## config.mk

```make
export PLATFORM = sky130hd
export DESIGN_NAME = mem_arbiter
export DESIGN_NICKNAME = d
export VERILOG_FILES = /design/src/rtl/mem_arbiter_pkg.sv /design/src/rtl/mem_arbiter_rr_pick.sv /design/src/rtl/mem_arbiter.sv
export SDC_FILE = /design/constraint.sdc
export NUM_CORES = 1
export LEC_CHECK = 0
export CELL_PAD_IN_SITES_DETAIL_PLACEMENT = 0
export CELL_PAD_IN_SITES_GLOBAL_PLACEMENT = 2
export CORE_MARGIN = 2
export CORE_UTILIZATION = 12
export DETAILED_ROUTE_END_ITERATION = 8
export PLACE_DENSITY_LB_ADDON = 0.1
export SLEW_MARGIN = 15
export SYNTH_ARGS = -nofsm -noshare
export SYNTH_HDL_FRONTEND = slang
export SYNTH_SLANG_ARGS = --single-unit
```

## constraint.sdc

```tcl
create_clock -name clk -period 2.1 [get_ports clk]
set_clock_uncertainty 0.05 [all_clocks]
set_input_delay 0.21 -clock clk [delete_from_list [all_inputs] [get_ports clk]]
set_output_delay 0.21 -clock clk [all_outputs]
set_load 0.03 [all_outputs]
```

## src/rtl/mem_arbiter_pkg.sv

```systemverilog
// Shared definitions for the two-thread memory port arbiter:
// word widths, lock state encoding and thread identifiers.
package mem_arbiter_pkg;

  localparam int ADDR_W = 16;
  localparam int DATA_W = 16;

  typedef enum logic [1:0] {
    UNLOCKED = 2'd0,
    OWN0     = 2'd1,
    OWN1     = 2'd2
  } lock_state_t;

  localparam logic THREAD0 = 1'b0;
  localparam logic THREAD1 = 1'b1;

endpackage

```

## src/rtl/mem_arbiter_rr_pick.sv

```systemverilog
// Two-way round-robin picker: one-hot grant plus the pointer to use next.
// Purely combinational so it can be reused by other two-port arbiters.
module rr_pick
  import mem_arbiter_pkg::*;
(
  input  logic [1:0] req,
  input  logic       ptr,
  output logic [1:0] gnt,
  output logic       ptr_next
);

  always_comb begin
    gnt[0] = req[0] & (~req[1] | (ptr == THREAD0));
    gnt[1] = req[1] & (~req[0] | (ptr == THREAD1));
    // The pointer always moves away from whoever was just granted.
    if (gnt[0]) begin
      ptr_next = THREAD1;
    end else if (gnt[1]) begin
      ptr_next = THREAD0;
    end else begin
      ptr_next = ptr;
    end
  end

endmodule

```

## src/rtl/mem_arbiter.sv

```systemverilog
// Two-thread round-robin arbiter onto a single-ported word memory.
// Define MEM_ARB_LOCK_EN to add lock0/lock1 and the bounded lock state machine.
module mem_arbiter
  import mem_arbiter_pkg::*;
#(
  parameter int AW = ADDR_W,
  parameter int DW = DATA_W
`ifdef MEM_ARB_LOCK_EN
  ,
  parameter int LOCK_MAX = 4
`endif
) (
  input  logic          clk,
  input  logic          reset,
  input  logic          req0,
  input  logic          req1,
  input  logic          we0,
  input  logic          we1,
  input  logic [AW-1:0] addr0,
  input  logic [AW-1:0] addr1,
  input  logic [DW-1:0] wdata0,
  input  logic [DW-1:0] wdata1,
`ifdef MEM_ARB_LOCK_EN
  input  logic          lock0,
  input  logic          lock1,
`endif
  input  logic          hold,
  output logic          gnt0,
  output logic          gnt1,
  output logic          rvalid0,
  output logic          rvalid1,
  output logic [DW-1:0] rdata,
  output logic          idle,
  output logic          mem_en,
  output logic          mem_we,
  output logic [AW-1:0] mem_addr,
  output logic [DW-1:0] mem_wdata,
  input  logic [DW-1:0] mem_rdata,
  output logic [1:0]    lock_state
);

  logic        ptr;
  logic        ptr_next;
  logic        rd_pend;
  logic        rd_tag;
  logic        hold_q;
  logic        active;
  logic [1:0]  req_eff;
  logic [1:0]  gnt;
  lock_state_t lock_q;

  // Grants are suppressed while in reset so the memory strobes read as zero.
  assign active     = reset & ~hold;
  assign req_eff[0] = req0 & active & (lock_q != OWN1);
  assign req_eff[1] = req1 & active & (lock_q != OWN0);

  rr_pick u_pick (
    .req      (req_eff),
    .ptr      (ptr),
    .gnt      (gnt),
    .ptr_next (ptr_next)
  );

  assign gnt0      = gnt[0];
  assign gnt1      = gnt[1];
  assign mem_en    = |gnt;
  assign mem_we    = gnt[0] ? we0 : (gnt[1] ? we1 : 1'b0);
  assign mem_addr  = gnt[0] ? addr0 : (gnt[1] ? addr1 : '0);
  assign mem_wdata = gnt[0] ? wdata0 : (gnt[1] ? wdata1 : '0);

  always_ff @(posedge clk or negedge reset) begin
    if (!reset) begin
      ptr     <= THREAD0;
      rd_pend <= 1'b0;
      rd_tag  <= THREAD0;
      hold_q  <= 1'b0;
    end else begin
      ptr     <= ptr_next;
      rd_pend <= mem_en & ~mem_we;
      rd_tag  <= gnt[1] ? THREAD1 : THREAD0;
      hold_q  <= hold;
    end
  end

  assign rvalid0    = rd_pend & (rd_tag == THREAD0);
  assign rvalid1    = rd_pend & (rd_tag == THREAD1);
  assign rdata      = rd_pend ? mem_rdata : '0;
  // Hold must have been seen for a full cycle and the last read returned.
  assign idle       = hold_q & ~rd_pend;
  assign lock_state = lock_q;

`ifdef MEM_ARB_LOCK_EN
  localparam int CW = $clog2(LOCK_MAX + 1);

  lock_state_t lock_d;
  logic [CW-1:0] cnt_q;
  logic [CW-1:0] cnt_d;
  logic [CW-1:0] cnt_inc;

  assign cnt_inc = (lock_q == UNLOCKED) ? CW'(1) : cnt_q + 1'b1;

  always_ff @(posedge clk or negedge reset) begin
    if (!reset) begin
      lock_q <= UNLOCKED;
      cnt_q  <= '0;
    end else begin
      lock_q <= lock_d;
      cnt_q  <= cnt_d;
    end
  end

  always_comb begin
    lock_d = lock_q;
    cnt_d  = cnt_q;
    if (active) begin
      unique case (lock_q)
        UNLOCKED: begin
          if ((gnt[0] && lock0) || (gnt[1] && lock1)) begin
            lock_d = gnt[0] ? OWN0 : OWN1;
            cnt_d  = cnt_inc;
            if (cnt_inc == CW'(LOCK_MAX)) begin
              lock_d = UNLOCKED;
              cnt_d  = '0;
            end
          end
        end
        OWN0: begin
          if (!req0 || (gnt[0] && (!lock0 || cnt_inc == CW'(LOCK_MAX)))) begin
            lock_d = UNLOCKED;
            cnt_d  = '0;
          end else if (gnt[0]) begin
            cnt_d = cnt_inc;
          end
        end
        OWN1: begin
          if (!req1 || (gnt[1] && (!lock1 || cnt_inc == CW'(LOCK_MAX)))) begin
            lock_d = UNLOCKED;
            cnt_d  = '0;
          end else if (gnt[1]) begin
            cnt_d = cnt_inc;
          end
        end
        default: begin
          lock_d = UNLOCKED;
          cnt_d  = '0;
        end
      endcase
    end
  end
`else
  assign lock_q = UNLOCKED;
`endif

endmodule
```

Word level (Yosys, flattened, before mapping)

Index checks and enable logic that the tools add are counted.

Mux-type cells: 10
Bitwise logic cells: 18
Reduce and logical (&&, ||, !) cells: 2

Operator list:

| operator           | count |
|---|---|
| 16-bit two-way mux | 5 |
| 1-bit bitwise AND  | 9 |
| 1-bit inverter     | 7 |
| 1-bit two-way mux  | 5 |
| 1-bit bitwise OR   | 2 |
| 2-bit nonzero test | 1 |
| 2-bit OR reduction | 1 |

Bits in registers: 4
Input bits: 87
Output and inout bits: 57

Logic depth before layout (Yosys ltp)

Word-level depth: 10
Depth in mapped cells: 5
Gate-level depth less buffers: 2

Modules after synthesis

Synthesis repeated with hierarchy kept, for this count alone.

Cells, all modules: 82
Area, all modules: 688.2 um^2

By module, submodules not included:

| module      | times used | cells an instance | area an instance (um^2) |
|---|---|---|---|
| mem_arbiter | 1          | 77                | 659.4 |
| rr_pick     | 1          | 5                 | 28.8 |

Worst setup path before layout

Ideal clock, no wire load.

Path type: register -> output
Start: reg ptr
End: out mem_addr[10]
Arrival time: 1245 ps
Required time: 1840 ps
Setup slack: 595 ps
Cell stages (with the launch flop): 6
Buffers on the path: 3
Cells stage by stage: dfrtp_1 buf_6 nand2b_4 buf_6 buf_2 a32o_1

Longest elaborated chain between the ends: 4
Elaborated cells on any way between the ends: 7
Those cells by class: mux: 2; bitwise: 5

Ends and longest elaborated chain:

| item                                                    | RTL line                                             | source |
|---|---|---|
| start: declaration                                      | mem_arbiter.sv:42                                    | `logic ptr;` |
| start signal: assignment                                | mem_arbiter.sv:78                                    | `ptr <= ptr_next;` |
| 1-bit bitwise OR or 1-bit inverter (tied branches)      | mem_arbiter_rr_pick.sv:14, mem_arbiter_rr_pick.sv:13 |  |
| 1-bit bitwise AND or 1-bit bitwise OR (tied branches)   | mem_arbiter_rr_pick.sv:14, mem_arbiter_rr_pick.sv:13 |  |
| 16-bit two-way mux or 1-bit bitwise AND (tied branches) | mem_arbiter.sv:68, mem_arbiter_rr_pick.sv:13         |  |
| 16-bit two-way mux (*)                                  | mem_arbiter.sv:68                                    | `assign mem_addr = gnt[0] ? addr0 : (gnt[1] ? addr1 : '0);` |
| end: declaration                                        | mem_arbiter.sv:36                                    | `output logic [AW-1:0] mem_addr,` |

Every way passes the cells marked *; elsewhere a longest branch is shown, timed or not.

Worst setup path in the final report

Start: reg rd_pend
End: out rvalid0

Longest elaborated chain between the ends: 1

Ends and longest elaborated chain:

| item                     | RTL line          | source |
|---|---|---|
| start: declaration       | mem_arbiter.sv:44 | `logic rd_pend;` |
| start signal: assignment | mem_arbiter.sv:79 | `rd_pend <= mem_en & ~mem_we;` |
| 1-bit bitwise AND        | mem_arbiter.sv:85 | `assign rvalid0 = rd_pend & (rd_tag == THREAD0);` |
| end: declaration         | mem_arbiter.sv:30 | `output logic rvalid0,` |

No other way between the ends.

==> results.py <==
metrics = {
    "logic_synthesis": {
        "synth_mux_area_share_pct": 0.936,
        "ys_seq_area_share_pct": 9.36,
        "synthSimpleGateAreaFrac_pct": 16.4,
        "yosysWarnings": 0,
        "synth_cell_types": 19,
        "synthCells": 125,
        "synth_fa_ha_area_share_pct": 0,
        "syn_area_per_cell_sq_um": 8.56,
        "synth_compound_area_share_pct": 55.9,
        "synthXorXnorAreaFrac_pct": 0,
        "ys_ff_latch": 4,
        "synth_area_sq_mm": 0.00107,
        "synth_top_family_by_area": "compound AO/OA/AOI/OAI gates",
    },
    "routing": {
        "dr_wl_met3_um": 538,
        "drc": 0,
        "routedWlPerCell_um": 14.2,
        "via_count": 1550,
        "top_layer": "met3",
        "ant_nets": 0,
        "first_pass_iters": 4,
        "viasPerCell": 4.28,
        "met1Wirelength_mm": 2.16,
        "drt_iter0_markers": 35,
        "drt-total-wl_mm": 5.14,
        "wl_met2_mm": 2.44,
    },
    "worst_setup_path": {
        "critPathMaxFanout": 19,
        "reg2reg_depth": 2,
        "timing.rr.start": "ptr",
        "critical_path_required_ns": 1.84,
        "crit_type": "flip-flop to output pin",
        "rrSetupSlack_ns": 0.84,
        "start_kind": "flip-flop",
        "timing.rr.end": "rd_pend",
        "cp-end-kind": "output pin",
        "critPathArrivalTime_ns": 1.66,
    },
    "finish": {
        "layoutNonFillerInstCount": 362,
        "area_growth_pct": 131,
        "final_area_sq_mm": 0.00247,
        "final_layout_size_suffix_gt1_share_pct": 18.5,
        "final_cell_mix": "105 x clkdlybuf4s50_1, 41 x buf_4, 34 x a32o_1",
        "final_common_cell": "clkdlybuf4s50_1",
        "finalNetCount": 343,
        "diodes": 0,
    },
    "clocking": {
        "h-tree-depth": 1,
        "clk_latency_ns": 0.21,
        "clk_path_buf_depth": 2,
        "cts_tree": "done",
        "cts-root-buf": "clkbuf_8",
        "numCtsBuffers": 3,
        "cts_resized": 0,
        "holdBufCountCts": 0,
        "postCtsSetupBuffers": 0,
        "clkSlewWorstSetupHoldPaths_ns": 0.03,
        "clkSinkCount": 4,
    },
    "min_path": {
        "holdCritPathClass": "primary input to async pin",
    },
    "power": {
        "p_switching_mw": 0.298,
        "p_leak_nw": 0.967,
        "seq_power_share_pct": 11.6,
        "cellInternalPower_mw": 0.482,
        "combPwrFrac_pct": 67.8,
        "ir_drop_uv": 132,
        "p_per_area_mw_per_mm2": 316,
        "switching_share_pct": 38.2,
        "power_frac_clock_pct": 20.6,
    },
    "placed_design": {
        "placed_cells": 359,
        "pre_cts_slack_ns": 0.196,
        "place.gp.congestion": 0.667,
        "place_area_sq_mm": 0.00243,
        "dp_hpwl_mm": 3.82,
        "portBuffers": 141,
    },
    "global_routing": {
        "grt_max_degree": 37,
        "grt_pass1_vias": 1624,
        "antenna_found_initial": 0,
        "grt_overflow": 0,
        "track_usage_pct": 10.2,
        "grt_pass1_wl_mm": 8.30,
    },
    "sta": {
        "max_freq_mhz": 522,
        "tns_ns": 0,
        "finalHoldViolations": 0,
        "hold-worst-slack_ns": 0.275,
        "rsz0062_at_grt": "false",
        "period_share_pct": 91.2,
        "fin_ws_ns": 0.184,
        "min_period_ns": 1.92,
        "slew_viol_final": 0,
        "setup_viol": 0,
    },
    "floorplan": {
        "die_w_um": 98.4,
        "rows": 34,
        "io_pins": 144,
        "die_y_um": 98.4,
        "start_util_pct": 12.3,
        "die_area_sq_mm": 0.00969,
        "fp.coreArea_sq_mm": 0.00868,
    },
    "job": {
        "maxCapViolCount": 0,
    },
    "outcome": {
        "status": "complete, no violations",
    },
}
[layout make-up]
| cell class | instances | area, sq um |
|---|---|---|
| tap | 108 | 135 |
| clock buffer | 3 | 41.3 |
| multi-input combinational | 98 | 791 |
| timing repair buffer | 148 | 1400 |
| sequential | 4 | 100 |
| fill | 965 | 6210 |
| inverter | 1 | 3.75 |
[worst max-delay path, stage by stage (launching register included)]
cell             delay (ns)
dfrtp_1                0.58
nor2b_1                0.19
clkdlybuf4s50_1        0.67
[metrics by stage]
stage	util, %	total power, mW
CTS	28.5	0.794
floorplan	-	0.368
finish	28.5	0.780
global placement	28.0	0.634
detailed placement	28.0	0.628
global route	28.5	0.835
[per-layer routing]
layer | up-vias | global-route usage [%]
met3 | 0 | 3.40
met2 | 87 | 17.7
met4 | 0 | 1.26
li1 | 752 | -
met5 | - | 0
met1 | 711 | 12.8
[registers in the layout, indices dropped and copies added, names as in the netlist]
signal   count
hold_q       1
rd_pend      1
ptr          1
rd_tag       1
[kinds of logic (layout without fill, tap and decap cells)]
kind of cell | count (synthesis) | count (layout)
mux | 1 | 1
other cells | 1 | 2
simple gates | 26 | 26
buf+inv | 24 | 152
compound gates | 69 | 69
flops | 4 | 4
[cells in the mapped netlist, drive strengths merged]
cell type | instances | area, sq um
a21boi | 33 | 248
a21oi | 2 | 10.0
a32o | 34 | 340
and2 | 18 | 113
and3b | 2 | 17.5
buf | 19 | 164
clkbuf | 4 | 15.0
conb | 1 | 3.75
dfrtp | 4 | 100
inv | 1 | 3.75
mux2i | 1 | 10.0
nand2b | 1 | 13.8
nand3b | 1 | 7.51
nor2 | 1 | 3.75
nor2b | 2 | 12.5
nor3b | 1 | 7.51
[worst max path at each step]
stage / end / from / cells past startpoint / slack (ns)
after floorplan: mem_addr[10] / ptr / 5 / 0.60
after global placement: mem_addr[0] / req0 / 4 / 0.20
after detailed placement: mem_addr[0] / req1 / 5 / 0.20
after CTS: rdata[5] / rd_pend / 2 / 0.14
after global routing: rdata[10] / rd_pend / 2 / 0.06
final: rvalid0 / rd_pend / 2 / 0.18
[power groups by stage]
stage	logic, mW	registers (mW)	clock network (mW)
3_5_place_dp	0.537	0.0909	0
6_report	0.529	0.0901	0.161
5_1_grt	0.570	0.0922	0.173
3_3_place_gp	0.542	0.0920	0
2_1_floorplan	0.281	0.0872	0
4_1_cts	0.538	0.0905	0.165
Note: power is estimated with default switching activity, not from simulation.
